File: config.mk
export PLATFORM = sky130hd
export DESIGN_NAME = score_counter
export DESIGN_NICKNAME = d
export VERILOG_FILES = /design/src/rtl/score_counter.sv
export SDC_FILE = /design/constraint.sdc
export NUM_CORES = 1
export LEC_CHECK = 0
export BUFFER_PORTS_ARGS = -buffer_cell sky130_fd_sc_hd__buf_2
export CELL_PAD_IN_SITES_DETAIL_PLACEMENT = 0
export CELL_PAD_IN_SITES_GLOBAL_PLACEMENT = 2
export CORE_AREA = 3 3 88 90
export DETAILED_ROUTE_END_ITERATION = 6
export DIE_AREA = 0 0 91 93
export PLACE_DENSITY_LB_ADDON = 0.1
export SLEW_MARGIN = 20
export SYNTH_ARGS = -nofsm -noshare
export SYNTH_HDL_FRONTEND = slang
export SYNTH_SLANG_ARGS = --single-unit
File: constraint.sdc
create_clock -name clk -period 4.2 [get_ports clk]
set_input_delay 0.84 -clock clk [delete_from_list [all_inputs] [get_ports clk]]
set_output_delay 0.84 -clock clk [all_outputs]
set_load 0.01 [all_outputs]
File: src/rtl/score_counter.sv
// rtl/score_counter.sv - multi-digit BCD score counter with high score and seven-segment outputs
module score_counter #(
  parameter int NUM_DIGITS = 3,
  parameter int SATURATE   = 0,
  parameter int BLANK_LZ   = 1
) (
  input  logic                    clk,
  input  logic                    reset,
  input  logic                    start,
  input  logic                    add,
  input  logic                    show_hi,
  output logic [7*NUM_DIGITS-1:0] display,
  output logic [4*NUM_DIGITS-1:0] score_bcd,
  output logic [4*NUM_DIGITS-1:0] hi_bcd,
  output logic                    carry_out,
  output logic                    overflow,
  output logic                    new_best
);

  logic [4*NUM_DIGITS-1:0] score;
  logic [4*NUM_DIGITS-1:0] hi;
  logic [4*NUM_DIGITS-1:0] score_inc;
  logic [4*NUM_DIGITS-1:0] src;
  logic                    start_q;
  logic                    ovf;
  logic                    best;
  logic                    all_nines;
  logic                    ripple;
  logic                    upper_zero;
  logic [3:0]              dig;

  function automatic logic [6:0] seg7(input logic [3:0] d);
    case (d)
      4'd0:    seg7 = 7'b1000000;
      4'd1:    seg7 = 7'b1111001;
      4'd2:    seg7 = 7'b0100100;
      4'd3:    seg7 = 7'b0110000;
      4'd4:    seg7 = 7'b0011001;
      4'd5:    seg7 = 7'b0010010;
      4'd6:    seg7 = 7'b0000010;
      4'd7:    seg7 = 7'b1111000;
      4'd8:    seg7 = 7'b0000000;
      4'd9:    seg7 = 7'b0010000;
      default: seg7 = 7'b1111111;
    endcase
  endfunction

  // Ripple a +1 through the digits; a stray non-BCD digit is forced to 0 and absorbs the carry.
  always_comb begin
    score_inc = score;
    ripple    = 1'b1;
    all_nines = 1'b1;
    for (int i = 0; i < NUM_DIGITS; i++) begin
      if (score[4*i +: 4] != 4'd9) all_nines = 1'b0;
      if (ripple) begin
        if (score[4*i +: 4] == 4'd9) begin
          score_inc[4*i +: 4] = 4'd0;
        end else if (score[4*i +: 4] > 4'd9) begin
          score_inc[4*i +: 4] = 4'd0;
          ripple = 1'b0;
        end else begin
          score_inc[4*i +: 4] = score[4*i +: 4] + 4'd1;
          ripple = 1'b0;
        end
      end
    end
  end

  always_ff @(posedge clk) begin
    if (reset) begin
      score   <= '0;
      hi      <= '0;
      ovf     <= 1'b0;
      best    <= 1'b0;
      start_q <= 1'b0;
    end else begin
      start_q <= start;
      best    <= 1'b0;
      // Capture uses the pre-clear score, since score is cleared on this same edge.
      if (start_q && !start && (score > hi)) begin
        hi   <= score;
        best <= 1'b1;
      end
      if (!start) begin
        score <= '0;
        ovf   <= 1'b0;
      end else if (add) begin
        if (all_nines) begin
          ovf <= 1'b1;
          if (SATURATE == 0) score <= '0;
        end else begin
          score <= score_inc;
        end
      end
    end
  end

  // Scan from the most significant digit so blanking stops at the first non-zero digit.
  always_comb begin
    display    = '1;
    src        = show_hi ? hi : score;
    upper_zero = 1'b1;
    dig        = 4'd0;
    for (int i = NUM_DIGITS - 1; i >= 0; i--) begin
      dig        = src[4*i +: 4];
      upper_zero = upper_zero & (dig == 4'd0);
      if ((BLANK_LZ != 0) && (i > 0) && upper_zero) display[7*i +: 7] = 7'b1111111;
      else display[7*i +: 7] = seg7(dig);
    end
  end

  assign score_bcd = score;
  assign hi_bcd    = hi;
  assign overflow  = ovf;
  assign new_best  = best;
  assign carry_out = start & add & all_nines;

endmodule
==> results.tsv <==
stage	metric	value	unit
outcome	status	finished clean	
clocking	cts_hold_repair.buffers	0	
layout	layout-drive-gt1-share	20.2	%
synth	synth_xor_area_share	1.11	%
clocking	clock_sinks	27	
synth	yosys_warnings	0	
layout	antenna_cells	0	
synth	synth_edf_count	0	
hold_path	min-delay-start	overflow	
place	place_inst	441	
timing	worst_slew_pin_slew	0.709	ns
drt	wl	6170	um
clocking	clockBufferDepth	2	
power_and_ir_drop	vdd_ir_drop_max	0.000118	V
power_and_ir_drop	p_leak	0.00116	uW
place	numPortBuffers	52	
worst_setup_path	worstReg2RegEnd	hi_bcd[5]	
layout	syn2layout_area_growth	14.9	%
synth	synth_area	2360	um2
synth	synth_top_family_by_area	compound AO/OA/AOI/OAI gates	
power_and_ir_drop	comb_power_share	9.0	%
synth	synth_cells	301	
worst_setup_path	r2r-start	score_bcd[10]	
clocking	clkTransAtPathRegs	0.10	ns
synth	synthAdderAreaFrac	19.1	%
hold_path	hold_path_end	overflow	
synth	synth_cell_types	50	
power_and_ir_drop	p_int	340	uW
global_route	grt_first_pass_wirelength	10400	um
floorplanning	die_w	91	um
power_and_ir_drop	p_clk_share	34.0	%
timing	rsz0062_at_grt	no	
drt	drt_first_pass_iters	4	
floorplanning	die_area	8460	um2
layout	layoutNonFillerInstCount	445	
clocking	cts_buffers	3	
timing	min_period_over_period	85.3	%
worst_setup_path	cp.arrival	2.74	ns
clocking	cts_resized	0	
worst_setup_path	ff2ff_setup_slack	1.82	ns
layout	final_common_cell	buf_2	
drt	via_count	2215	
synth	ys_ff_latch	27	
layout	nNetsFinal	388	
timing	hold_viol_final	0	
timing	fmax	279	MHz
job	cap_violations	0	
global_route	grt_max_degree	15	
power_and_ir_drop	power_density	167	nW/um2
drt	antenna_left	0	
clocking	cts_root_buf	clkbuf_8	
power_and_ir_drop	swShare	25.1	%
timing	slew_headroom	52.4	%
floorplanning	rows	31	
synth	synthArstFlopShare	0	%
floorplanning	die_h	93	um
clocking	insertion_delay	0.28	ns
timing	final_max_slew_viol_count	0	
synth	synth-compound-area-share	23.1	%
worst_setup_path	cp-start-kind	primary input	
worst_setup_path	r2r_cells	7	
synth	synth_nets	342	
global_route	grt_usage	14.9	%
timing	finalSetupTns	0	ns
worst_setup_path	path_class	primary input to primary output	
floorplanning	start_util	33.1	%
hold_path	hp-class	flip-flop to flip-flop	
synth	ys.flop_type	dfxtp_1	
place	dpl.hpwl	4630	um
hold_path	min_path_cells	2	
global_route	grt_pass1_vias	2087	
drt	drc	0	
power_and_ir_drop	total_power	454	uW
timing	setup_viol	0	
floorplanning	core_area	7140	um2
synth	yosysSeqAreaShare	22.9	%
timing	fin_crit	3.58	ns
worst_setup_path	crit_required	3.36	ns
drt	drt-wirelength-per-cell	13.9	um
synth	synth-simple-area-share	19.0	%
global_route	antenna_found_initial	0	
worst_setup_path	cp-end-kind	primary output	
layout	final_cell_mix	buf_2 (52), ha_1 (36), a21oi_1 (34)	
clocking	tritoncts	yes	
drt	drtIter0Drc	104	
timing	finClkSkew	0.00446	ns
drt	via_per_inst	4.98	
synth	muxShareOfSynthArea	6.36	%
clocking	post_cts_buffers	0	
floorplanning	io_pins	53	
worst_setup_path	cp_max_fo	11	
power_and_ir_drop	p_sw	114	uW
place	gp_congestion	0.772	
clocking	htree_levels	1	
synth	synth_area_per_cell	7.84	um2
global_route	grt_overflow_total	0	
power_and_ir_drop	seqPwrFrac	57.0	%
## flip-flops by register name, indices dropped and copies added, names as in the netlist
signal / flops
new_best: 1
overflow: 1
hi_bcd: 12
score_bcd: 12
start_q: 1
## metrics by stage
| step | area, um2 | hold slack [ns] | setup slack (ns) | util (%) |
|---|---|---|---|---|
| CTS | 2710 | 0.496 | 0.585 | 38.0 |
| global placement | 2670 | 0.452 | 0.694 | 37.4 |
| global route | 2710 | 0.509 | 0.332 | 38.0 |
| detailed placement | 2670 | 0.472 | 0.582 | 37.4 |
| floorplan | 2360 | 0.505 | 0.982 | - |
| finish | 2710 | 0.493 | 0.619 | 38.0 |
## layer usage
metal  GRT usage [%]  vias to the layer above  wire [um]
met5               0                        -          0
met4            4.27                        0         68
met3            1.45                        6        238
met2            25.3                       47       2940
met1            20.0                     1004       2930
li1                -                     1158          -
## cell usage after synthesis (3+ instances only)
library cell	number	area share [%]
ha_1	36	19
a21oi_1	34	7.2
nor2_1	29	4.6
dfxtp_1	27	23
inv_1	27	4.3
nand2_1	23	3.7
nand3_1	18	3.8
o21ai_0	13	2.8
o21ai_1	11	2.3
mux2i_1	8	3.4
a31oi_1	4	1.1
buf_4	4	1.3
buf_6	4	1.9
clkbuf_1	4	0.64
mux2_2	4	1.9
nand2b_1	4	1.1
nor3_1	4	0.85
o21a_1	4	1.3
o22ai_1	3	0.79
## area by class of cell
class | count | area, um2
multi-input combinational | 233 | 1620
fill | 794 | 4420
timing repair buffer | 55 | 283
sequential | 27 | 541
tap | 99 | 124
inverter | 27 | 101
clock buffer | 4 | 45.0
## cell families after synthesis
kind of cell / after synthesis
buffers and inverters: 41
xor gates and xnor gates: 3
AOI/OAI and AO/OA: 88
and+or+nand+nor: 92
DFF: 27
adders and majority gates: 36
muxes: 14
## worst max path at each step
stage	slack, ns	from	to	cells after the start
finish	0.62	show_hi	display[18]	8
global route	0.33	show_hi	display[10]	9
CTS	0.58	show_hi	display[7]	9
detailed placement	0.58	show_hi	display[7]	9
floorplan	0.98	show_hi	display[18]	7
global placement	0.69	show_hi	display[10]	9
## critical path, stage by stage
cell and delay, ns:
buf_2 0.18, o21ai_0 0.50, inv_1 0.18, ha_1 0.31
or3_1 0.39, a21oi_1 0.15, a31oi_1 0.05, buf_2 0.14
## power by group through the flow
stage	combinational [uW]	clock (uW)	sequential, uW
after floorplan	29.5	0	265
after global placement	41.7	0	265
after detailed placement	41.6	0	265
after CTS	41.7	157	259
after global routing	46.0	168	259
final	40.8	155	259
No activity file was read; power rests on OpenSTA's default activity.
